--- src/rtl/alu_seq.sv ---
// alu_seq: registered WIDTH-bit ALU with Z/C/N status and an iterative
// shift-add multiplier behind a start/busy/done handshake.
// Single-cycle ops complete on the accepting edge. MUL takes WIDTH cycles.
module alu_seq #(
  parameter int WIDTH = 8
) (
  input  logic             clk,
  input  logic             rst_n,
  input  logic             start,
  input  logic [3:0]       op,
  input  logic [WIDTH-1:0] w_q,
  input  logic [WIDTH-1:0] ir_q,
  output logic [WIDTH-1:0] alu_q,
  output logic [WIDTH-1:0] mul_hi_q,
  output logic             z_flag,
  output logic             c_flag,
  output logic             n_flag,
  output logic             busy,
  output logic             done
);

  localparam int CW = (WIDTH > 1) ? $clog2(WIDTH) : 1;

  typedef enum logic [0:0] {IDLE, MUL} state_t;

  typedef enum logic [3:0] {
    OP_ADD  = 4'd0,
    OP_SUB  = 4'd1,
    OP_AND  = 4'd2,
    OP_OR   = 4'd3,
    OP_XOR  = 4'd4,
    OP_PASS = 4'd5,
    OP_ADC  = 4'd6,
    OP_SBC  = 4'd7,
    OP_RLC  = 4'd8,
    OP_RRC  = 4'd9,
    OP_MUL  = 4'd10
  } op_t;

  state_t             state_q, state_d;
  logic [CW-1:0]      cnt_q;
  logic [WIDTH-1:0]   mcand_q;
  logic [2*WIDTH-1:0] prod_q;

  op_t                op_sel;
  logic               accept;
  logic               is_mul;
  logic               last_iter;

  // Single-cycle ALU outputs
  logic [WIDTH-1:0]   res;
  logic               c_new;
  logic [WIDTH-1:0]   add_b;
  logic               add_cin;
  logic [WIDTH:0]     add_sum;

  // Multiplier step outputs
  logic [WIDTH:0]     step_sum;
  logic [2*WIDTH-1:0] prod_next;

  assign op_sel    = op_t'(op);
  assign busy      = (state_q == MUL);
  assign accept    = start && (state_q == IDLE);
  assign is_mul    = (op_sel == OP_MUL);
  assign last_iter = (cnt_q == CW'(WIDTH - 1));

  // Combinational result and carry of the single-cycle operations.
  // Subtraction is done as b + ~a + cin so that carry-out means no-borrow.
  always_comb begin
    // NOTE: every always_comb output gets a default first so no path leaves
    // it unassigned; otherwise synthesis infers a latch.
    res     = '0;
    c_new   = c_flag;
    add_b   = w_q;
    add_cin = 1'b0;
    case (op_sel)
      OP_SUB: begin add_b = ~w_q; add_cin = 1'b1;   end
      OP_ADC: begin add_b = w_q;  add_cin = c_flag; end
      OP_SBC: begin add_b = ~w_q; add_cin = c_flag; end
      default: ;
    endcase
    add_sum = {1'b0, ir_q} + {1'b0, add_b} + {{WIDTH{1'b0}}, add_cin};
    case (op_sel)
      OP_AND:  res = ir_q & w_q;
      OP_OR:   res = ir_q | w_q;
      OP_XOR:  res = ir_q ^ w_q;
      OP_PASS: res = ir_q;
      OP_RLC: begin
        res   = {ir_q[WIDTH-2:0], c_flag};
        c_new = ir_q[WIDTH-1];
      end
      OP_RRC: begin
        res   = {c_flag, ir_q[WIDTH-1:1]};
        c_new = ir_q[0];
      end
      default: begin
        res   = add_sum[WIDTH-1:0];
        c_new = add_sum[WIDTH];
      end
    endcase
  end

  // One shift-add step: add the multiplicand into the high half when the
  // current multiplier bit is set, then shift the whole product right.
  always_comb begin
    step_sum  = {1'b0, prod_q[2*WIDTH-1:WIDTH]}
              + (prod_q[0] ? {1'b0, mcand_q} : {(WIDTH+1){1'b0}});
    prod_next = {step_sum, prod_q[WIDTH-1:1]};
  end

  // FSM state register.
  always_ff @(posedge clk or negedge rst_n) begin
    if (!rst_n) state_q <= IDLE;
    // NOTE: sequential state uses non-blocking assignments so every register
    // samples pre-edge values regardless of statement order.
    else        state_q <= state_d;
  end

  // FSM next-state: IDLE -> MUL on a MUL accept, back after WIDTH steps.
  always_comb begin
    state_d = state_q;
    case (state_q)
      IDLE: if (accept && is_mul) state_d = MUL;
      MUL:  if (last_iter)        state_d = IDLE;
      default: state_d = IDLE;
    endcase
  end

  // Datapath: result/flag write-back, multiplier registers, done pulse.
  always_ff @(posedge clk or negedge rst_n) begin
    if (!rst_n) begin
      // NOTE: the multiplier working registers are reset too, so an aborted
      // multiply leaves no stale partial product behind.
      alu_q    <= '0;
      mul_hi_q <= '0;
      z_flag   <= 1'b0;
      c_flag   <= 1'b0;
      n_flag   <= 1'b0;
      done     <= 1'b0;
      cnt_q    <= '0;
      mcand_q  <= '0;
      prod_q   <= '0;
    end else begin
      done <= 1'b0;
      case (state_q)
        IDLE: begin
          if (accept) begin
            if (is_mul) begin
              mcand_q <= ir_q;
              prod_q  <= {{WIDTH{1'b0}}, w_q};
              cnt_q   <= '0;
            end else begin
              alu_q  <= res;
              c_flag <= c_new;
              z_flag <= ~|res;
              n_flag <= res[WIDTH-1];
              done   <= 1'b1;
            end
          end
        end
        MUL: begin
          prod_q <= prod_next;
          cnt_q  <= cnt_q + 1'b1;
          if (last_iter) begin
            cnt_q    <= '0;
            alu_q    <= prod_next[WIDTH-1:0];
            mul_hi_q <= prod_next[2*WIDTH-1:WIDTH];
            c_flag   <= |prod_next[2*WIDTH-1:WIDTH];
            z_flag   <= ~|prod_next;
            n_flag   <= prod_next[2*WIDTH-1];
            done     <= 1'b1;
          end
        end
        default: ;
      endcase
    end
  end

endmodule

--- config.mk ---
export PLATFORM = sky130hd
export DESIGN_NAME = alu_seq
export DESIGN_NICKNAME = d
export VERILOG_FILES = /design/src/rtl/alu_seq.sv
export SDC_FILE = /design/constraint.sdc
export NUM_CORES = 1
export LEC_CHECK = 0
export BUFFER_PORTS_ARGS = -buffer_cell sky130_fd_sc_hd__buf_2
export CAP_MARGIN = 20
export CORE_MARGIN = 2
export CORE_UTILIZATION = 40
export DETAILED_ROUTE_END_ITERATION = 10
export GPL_TIMING_DRIVEN = 1
export PLACE_DENSITY = 0.64
export RECOVER_POWER = 100
export SLEW_MARGIN = 20
export SYNTH_ARGS = -nofsm -noshare
export SYNTH_HDL_FRONTEND = slang
export SYNTH_SLANG_ARGS = --single-unit
--- constraint.sdc ---
create_clock -name clk -period 3 [get_ports clk]
set_input_delay 0.3 -clock clk [delete_from_list [all_inputs] [get_ports clk]]
set_output_delay 0.3 -clock clk [all_outputs]
set_load 0.05 [all_outputs]
---- Word-level counts from Yosys, hierarchy flattened ----
Index checks and enable logic that the tools add are counted.
operators by class
  add/sub/neg operators ................... 4
  equality and inequality tests ........... 16
  mux-type cells .......................... 35
  bitwise gates (word level) .............. 5
  reductions and logical operators ........ 15
operators with widths
  kind                                                              number
  8-bit case mux with 6 select lines                                1
  8-bit two-way mux                                                 5
  16-bit two-way mux                                                2
  16-bit case mux with 2 select lines                               1
  8-bit by 8-bit adder with 9-bit output                            2
  4-bit by 3-bit == test with 1-bit output (second input constant)  4
  8-bit case mux with 2 select lines                                1
  16-bit OR reduction                                               1
  8-bit OR reduction                                                2
  1-bit two-way mux                                                 14
  4-bit == test (second input constant)                             3
  1-bit case mux with 2 select lines                                6
  9-bit by 1-bit adder with 9-bit output                            1
  3-bit two-way mux                                                 3
  8-bit bitwise AND                                                 1
  4-bit by 2-bit == test with 1-bit output (second input constant)  2
  2-bit inequality test (second input constant)                     4
  8-bit NOT                                                         1
  8-bit OR                                                          1
  8-bit XOR                                                         1
  3-bit case mux with 2 select lines                                1
  3-bit AND reduction                                               2
  4-bit by 1-bit == test with 1-bit output (second input constant)  1
  2-bit AND reduction                                               2
  other kinds (10)                                                  13
storage, ports and cells
  flip-flop bits (word level) ............. 48
  input bits .............................. 23
  output and inout port bits .............. 21
  logic and storage cells ................. 85

---- Depth between registers and ports, before layout ----
Gate-level depths: netlist (run 1).
  depth in word-level cells ............... 11
  depth in mapped cells ................... 17

---- Worst setup path before layout (run 1) ----
No wires, ideal clock.
  path type ............................... in2reg
  start point ............................. input port op[0]
  end point ............................... register z_flag
  data arrival time ....................... 4195 ps
  path slack .............................. -1276 ps
  cell stages on the path ................. 17
  buffers on the path ..................... 4
  cell sequence ........................... buf_6 > buf_4 > buf_2 > inv_2 > or4_1 > clkbuf_1 > xnor2_1 > fa_1 > inv_1 > fa_1 > a211oi_1 > nor2_1 > xor2_1 > a211o_1 > or4_1 > or4_1 > o211ai_2
on the way
  cells in the longest elaborated chain, start to end .. 11
  elaborated cells between the ends (all ways) .. 24
  classes of those cells .................. 2 x add/sub; 11 x eq/ne; 6 x mux; 5 x reduce/logical
ends and longest elaborated chain
  element                                                                                                      RTL line  source
  start, declared                                                                                              10        input logic [3:0] op,
  4-bit by 3-bit == test with 1-bit output / 4-bit by 1-bit == test with 1-bit output (equally long branches)  76        case (op_sel)
  2-bit OR reduction (no source line)                                                                          n/a
  8-bit two-way mux                                                                                            n/a
  8-bit by 8-bit adder with 9-bit output                                                                       82        add_sum = {1'b0, ir_q} + {1'b0, add_b} + {{WIDTH{1'b0}}, add_cin};
  9-bit by 1-bit adder with 9-bit output                                                                       82
  8-bit case mux with 6 select lines                                                                           83        case (op_sel)
  8-bit OR reduction                                                                                           155       z_flag <= ~|res;
  1-bit zero test                                                                                              155
  1-bit two-way mux                                                                                            148       if (is_mul) begin
  1-bit two-way mux                                                                                            147       if (accept) begin
  1-bit case mux with 2 select lines                                                                           145       case (state_q)
  end signal, assigned                                                                                         155
  end signal, assigned                                                                                         169       z_flag <= ~|prod_next;
  end, declared                                                                                                15        output logic z_flag,
Several ways; a longest one is shown, not always the timed one. The select of a mux whose other input is x is not followed.
A chain may end at the register's enable or synchronous reset.

---- Worst setup path after layout (run 1) ----
  start point ............................. input port op[2]
  end point ............................... register z_flag
Same word-level chain as after synthesis.

==> impl_metrics.yaml, run 1 <==
run:
  maxCapViolCount: 1
cells_and_area:
  finish.net_count: 564
  final_area_um2: 4520
  fill_cells: 910
  n_antenna_cell: 0
  finalNonFillerCells: 616
  post-route-util_pct: 49.1
  drive_gt1_share_pct: 21.6
  final_common_cell: "dfrtp_1"
  final_cell_mix: "48 x dfrtp_1, 45 x buf_4, 40 x nand2_1, 37 x nor2_1, 33 x ha_1"
  synthToLayoutAreaGrowth_pct: 20.0
detailed_routing:
  vias: 3483
  antenna_left: 0
  first_pass_iters: 5
  routed_via_density: 5.65
  dr.first_iter.drc_count: 235
  wirelength_mm: 10.6
  drc_errors: 0
  wl_per_cell_um: 17.3
clock_tree:
  clock_path_buffers: 2
  clk_latency_ps: 310
  cts_sinks: 48
  htreeDepth: 2
  clkTransAtPathRegs_ps: 100
  cts_tree: "built"
  cts_hold_buffers: 0
  cts_root_buf: "clkbuf_8"
  cts_buffers: 5
floorplan:
  ios: 44
  start_util_pct: 40.9
  dieArea_um2: 10200
  fp.dieH_um: 101
  die_w_um: 101
  rows: 35
  core-area_um2: 9200
sta:
  maxSlewHeadroom_pct: -18.6
  fmax_mhz: 296
  fin_crit_ps: 3380
  tns_ps: -760
  fin_ws_ps: -382
  setup_violations: 5
  rsz0062_at_grt: "true"
  hold_viol: 0
  worst_pin_slew_ps: 1780
  fin_crit_sh_pct: 113
  fin_skew_ps: 9.49
  finalMaxSlewViolations: 34
synth:
  async_reset_ff_share_pct: 100
  synthesis.nets: 488
  synth_edf_count: 0
  synth_cell_types: 68
  yosysTopAreaCellShare_pct: 31.9
  yosysSeqAreaShare_pct: 31.9
  synth_seq_cells: 48
  synth_top_area_cell: "dfrtp_1"
  ys.warnings.count: 0
  ys.flop_type: "dfrtp_1"
  syn_area_um2: 3760
  syn_avg_cell_area_um2: 8.77
  syn-instance-count: 429
  synth_area_leaders: "dfrtp_1 32%, ha_1 11%, a21oi_1 4.7%"
grt:
  globalRouteTotalUtil_pct: 21.8
  grt_first_pass_wirelength_mm: 17.4
  grt_start_max_net_pins: 34
  first_global_vias: 3467
  antenna_found_initial: 0
  grt.overflow.total: 0
critical_path:
  cp_cell_sequence: "buf_6 -> nor2b_4 -> or4_4 -> xnor2_4 -> fa_2 -> inv_2 -> fa_2 -> buf_4 -> buf_6 -> xnor2_2 -> a211oi_2 -> nor4_2 -> nand4_1 -> or4_1 -> or4_1 -> o211ai_2"
  r2r-start: "c_flag"
  cpMaxStageDelayCell: "or4_4"
  timing.rr.end: "z_flag"
  reg2reg_slack_ps: -90
  critPathArrivalTime_ps: 3620
  startpoint_type: "primary input"
  endpoint: "z_flag"
  cp-startpoint: "op[2]"
  crit_fanout: 2
  path_class: "in2reg"
  end_kind: "register"
  cp.required_ps: 3240
  max_stage_delay_ps: 520
  reg2reg_depth: 14
place:
  placedCellCount: 600
  place.gp.congestion: 0.890
  post_dp_cell_area_um2: 4310
  io_buffer_count: 43
  dp_hpwl_mm: 7.83
power_and_ir_drop:
  ir_drop_mv: 0.482
  power_density_nw_per_um2: 796
  p_leak_uw: 0.00207
  total_power_uw: 3600
run_status:
  outcome: "finished, violations left"
  violations: "max-capacitance violations, max-slew violations, negative setup slack"
worst_hold_path:
  hold_class: "in2reg"
-- sequential cells by signal, summed over array words and instances (netlist names) --
register  flops
alu_q         8
cnt_q         3
mul_hi_q      8
n_flag        1
mcand_q       8
z_flag        1
busy          1
done          1
prod_q       16
c_flag        1
-- power breakdown --
part | internal (uW) | switching (uW)
sequential | 918 | 177
clock | 184 | 229
combinational | 750 | 1340
-- stage by stage --
step	setup WS, ps	hold WS, ps
finish	-382	358
global route	-435	352
CTS	-301	62.4
detailed placement	-1070	414
global placement	-893	397
floorplan	-925	4.41
-- Yosys cell counts, types with 3 or more instances --
library cell and number:
a211oi_1 5, a21o_1 5, a21oi_1 35, a22oi_1 5
and2_1 8, buf_2 4, buf_6 6, clkbuf_1 11
dfrtp_1 48, fa_1 3, ha_1 33, inv_1 26
mux2_2 6, mux2i_1 6, nand2_1 40, nand2b_1 3
nand3_1 8, nand3b_1 3, nor2_1 37, nor2b_1 6
nor3_1 5, nor4_1 5, nor4bb_1 3, o21ai_0 27
o21ai_1 4, o21bai_1 5, o221ai_1 4, o22ai_1 5
or3_1 3, or3b_1 3, or4_1 3, xnor2_1 14
xor2_1 4
-- how the worst min path moves through the flow --
stage | end | from | cells after the start
after detailed placement | prod_q[9] | rst_n | 1
after global placement | prod_q[9] | rst_n | 1
after global routing | mcand_q[7] | ir_q[7] | 3
after floorplan | alu_q[0] | rst_n | 0
final | mcand_q[7] | ir_q[7] | 3
after CTS | prod_q[9] | rst_n | 1
-- final cells by class --
cell class | count | area, um^2 | area share [%]
clock buffers | 6 | 82.6 | 1.83
multi-input cells | 330 | 2430 | 53.7
flip-flops and latches | 48 | 1200 | 26.6
repair buffers | 92 | 556 | 12.3
inverters | 28 | 105 | 2.33
well taps | 111 | 139 | 3.07
clock inverters | 1 | 8.76 | 0.194
-- critical path: cells and delay by family --
kind	cells	cell delay, ps
simple gates	6	1920
fa+ha+maj	2	580
buf+inv	4	390
xor+xnor	2	300
compound gates	2	130
-- per-layer routing --
| layer | wire (um) | up-vias | track usage, % |
|---|---|---|---|
| li1 | - | 1687 | - |
| met1 | 4760 | 1659 | 29.2 |
| met2 | 5090 | 120 | 36.1 |
| met3 | 568 | 17 | 3.40 |
| met4 | 229 | 0 | 6.96 |
| met5 | 0 | - | 0 |
-- kinds of logic (layout without fill, tap and decap cells) --
logic type,Yosys count,after routing,synth area share [%]
AOI/OAI and AO/OA,120,120,20.7
xor gates and xnor gates,19,19,4.62
adders and majority gates,36,36,12.6
buffers and inverters,51,127,6.52
DFF,48,48,31.9
muxes,14,14,4.09
and+or+nand+nor,141,141,19.5
-- timing repair --
item,4_1_cts,5_1_grt
gates resized for setup,13,5
pin swaps,15,7
setup endpoints to repair,5,6
buffers inserted,10,2
endpoints found under the hold margin,0,0
Power figures use the tool's default switching activity.
==> run 2: changes to the inputs <==
--- a/config.mk
+++ b/config.mk
@@ -5,13 +5,14 @@
 export SDC_FILE = /design/constraint.sdc
 export NUM_CORES = 1
 export LEC_CHECK = 0
+export ABC_AREA = 1
 export BUFFER_PORTS_ARGS = -buffer_cell sky130_fd_sc_hd__buf_2
 export CAP_MARGIN = 20
 export CORE_MARGIN = 2
 export CORE_UTILIZATION = 40
 export DETAILED_ROUTE_END_ITERATION = 10
 export GPL_TIMING_DRIVEN = 1
-export PLACE_DENSITY = 0.64
+export PLACE_DENSITY = 0.65
 export RECOVER_POWER = 100
 export SLEW_MARGIN = 20
 export SYNTH_ARGS = -nofsm -noshare
==> run 2 against run 1 <==
Net effect: the run ends with max-capacitance violations, max-slew violations left; worst hold slack worse by 10 ps; cell count is 8.4% higher; sequential cell count stayed put; register-to-register slack better by 540 ps; highest routed layer unchanged; critical path type is now reg2reg; count of clock-buffer cells in the layout is 1 lower; via count is 1.5% higher; global-route usage is 0.66 points lower; power is 10% lower; die area is 3.1% lower; first-iteration DRC count is 36% lower; critical path depth is 6 lower; sequential power hardly changed.
==> impl_metrics.yaml, run 2 <==
synth:
  synth_cell_types: 37
  synth_seq_cells: 48
  ys.flop_type: "dfrtp_1"
  yosysTopAreaCellShare_pct: 33.0
  ys.warnings.count: 0
  synth_edf_count: 0
  async_reset_ff_share_pct: 100
  syn-instance-count: 515
  synth_top_area_cell: "dfrtp_1"
  syn_area_um2: 3640
  synth_area_leaders: "dfrtp_1 33%, nand2_1 16%, ha_1 11%"
  synthMostInstantiatedCell: "nand2_1"
  synthesis.nets: 574
  syn_avg_cell_area_um2: 7.07
  yosysSeqAreaShare_pct: 33.0
  synthTopCellsByCount: "152 x nand2_1, 69 x inv_1, 57 x nor2_1, 48 x dfrtp_1, 34 x nand3_1"
sta:
  fin_ws_ps: 446
  tns_ps: 0
  finalMaxSlewViolations: 30
  fin_crit_sh_pct: 85.1
  fin_crit_ps: 2550
  setup_violations: 0
  rsz0062_at_grt: "false"
  hold_viol: 0
  fin_skew_ps: 9.00
  fmax_mhz: 392
  maxSlewHeadroom_pct: -0.749
  worst_pin_slew_ps: 1510
power_and_ir_drop:
  p_sw_share_pct: 48.4
  p_comb_share_pct: 49.6
  p_seq_share_pct: 33.5
  ir_drop_mv: 0.356
  clkPwrFrac_pct: 16.9
  p_leak_uw: 0.00221
  power_density_nw_per_um2: 796
  total_power_uw: 3230
  p_int_uw: 1660
  p_sw_uw: 1560
place:
  pre_cts_ws_ps: 317
  dp_hpwl_mm: 8.02
  place.gp.congestion: 0.917
  io_buffer_count: 43
critical_path:
  crit_top_cell: "inv_1"
  endpoint: "z_flag"
  startpoint_type: "register"
  reg2reg_depth: 10
  cp_cell_sequence: "ha_1 -> ha_1 -> nand2_1 -> clkbuf_2 -> inv_1 -> a21oi_1 -> inv_1 -> nand2_1 -> inv_1 -> a21oi_1"
  cpMaxStageDelayCell: "dfrtp_1"
  max_stage_delay_ps: 410
  end_kind: "register"
  reg2reg_slack_ps: 450
  r2r-start: "cnt_q[0]"
  timing.rr.end: "z_flag"
  cp-startpoint: "cnt_q[0]"
  crit_fanout: 20
  critPathArrivalTime_ps: 2790
  cp.required_ps: 3230
  path_class: "reg2reg"
grt:
  grt_first_pass_wirelength_mm: 16.8
  grt_start_max_net_pins: 30
  grt.overflow.total: 0
  antenna_found_initial: 0
  globalRouteTotalUtil_pct: 21.1
  first_global_vias: 3382
floorplan:
  core-area_um2: 8760
  dieArea_um2: 9890
  die_w_um: 99.4
  start_util_pct: 41.6
  ios: 44
  rows: 34
  fp.dieH_um: 99.4
clock_tree:
  postCtsSetupBuffers: 0
  htreeDepth: 2
  clock_path_buffers: 2
  clk_latency_ps: 310
  cts_buffers: 5
  cts_resized: 0
  cts_tree: "built"
  cts_sinks: 48
  clkTransAtPathRegs_ps: 90
  cts_root_buf: "clkbuf_8"
  cts_hold_buffers: 0
run_status:
  outcome: "finished, violations left"
  violations: "max-capacitance violations, max-slew violations"
detailed_routing:
  routed_via_density: 5.29
  first_pass_iters: 5
  drc_errors: 0
  wirelength_mm: 10.0
  antenna_left: 0
  vias: 3535
  dr.first_iter.drc_count: 151
  wl_per_cell_um: 15.0
cells_and_area:
  largest_register: "prod_q"
  multiInputGateArea_um2: 2110
  finish.net_count: 619
  n_antenna_cell: 0
  register_area_um2: 1200
  fill_cells: 937
  largest_reg_flops: 16
  synthToLayoutAreaGrowth_pct: 11.3
  final_common_cell: "nand2_1"
  final_cell_mix: "152 x nand2_1, 69 x inv_1, 58 x nor2_1, 48 x dfrtp_1, 34 x nand3_1"
  drive_gt1_share_pct: 6.61
worst_hold_path:
  hold_class: "in2async"
run:
  maxCapViolCount: 1
==> run 2: cell count changes after synthesis, moves of 8 or more <==
cell / before / now
nand2_1: 40 / 152
inv_1: 26 / 69
nand3_1: 8 / 34
a21oi_1: 35 / 11
nor2_1: 37 / 57
xnor2_1: 14 / 1
and2_1: 8 / 0
==> run 2: metrics by stage <==
step / util, % / cell area, um^2 / std cells / hold slack, ps
3_3_place_gp: 45.4 / 3980 / 661 / 356
6_report: 46.3 / 4060 / 668 / 347
3_5_place_dp: 45.4 / 3980 / 661 / 371
2_1_floorplan: - / 3640 / 515 / 4.41
4_1_cts: 46.9 / 4110 / 668 / 35.0
5_1_grt: 46.3 / 4060 / 668 / 380
==> run 2: worst min-delay path by stage <==
stage | startpoint | end | slack [ps] | cells past startpoint
4_1_cts | rst_n | prod_q[9] | 40 | 1
3_5_place_dp | rst_n | mul_hi_q[2] | 370 | 1
6_report | rst_n | prod_q[9] | 350 | 1
2_1_floorplan | rst_n | alu_q[0] | 4 | 0
5_1_grt | w_q[2] | prod_q[2] | 380 | 3
3_3_place_gp | rst_n | mul_hi_q[2] | 360 | 1
==> run 2: worst max-delay path, delay by kind of cell, from the launching register on <==
family                     cells  cell delay (ps)
and+or+nand+nor                2              270
adders and majority gates      2              400
DFF                            1              410
AOI/OAI and AO/OA              2              500
buffers and inverters          4              890
==> run 2: kinds of logic (layout without fill, tap and decap cells) <==
kind of cell,count (synthesis),count (layout),share of synthesized area [%]
buf+inv,82,127,8.86
xor+xnor,10,10,2.40
fa+ha+maj,36,36,13.0
flops,48,48,33.0
simple gates,267,267,30.8
compound gates,72,72,11.9
==> run 2: final cells by class <==
type / count / share of cell area, %
Clock inverter: 2 / 1.48
Inverter: 71 / 6.57
Tap cell: 108 / 3.33
Multi-Input combinational cell: 385 / 51.9
Sequential cell: 48 / 29.6
Timing Repair Buffer: 49 / 5.37
Clock buffer: 5 / 1.70
==> run 2: per-layer routing <==
metal  global-route usage (%)  routed length, um
met4                     5.16                133
met2                     35.2               4660
met3                     2.67                479
met5                        0                  0
met1                     29.3               4740
==> run 2: power by group through the flow <==
| stage | logic (uW) | registers (uW) | clock network, uW |
|---|---|---|---|
| after floorplan | 830 | 1440 | 0 |
| after global routing | 1770 | 1120 | 581 |
| after detailed placement | 1650 | 1090 | 0 |
| final | 1600 | 1080 | 546 |
| after global placement | 1630 | 1080 | 0 |
| after CTS | 1660 | 1080 | 554 |
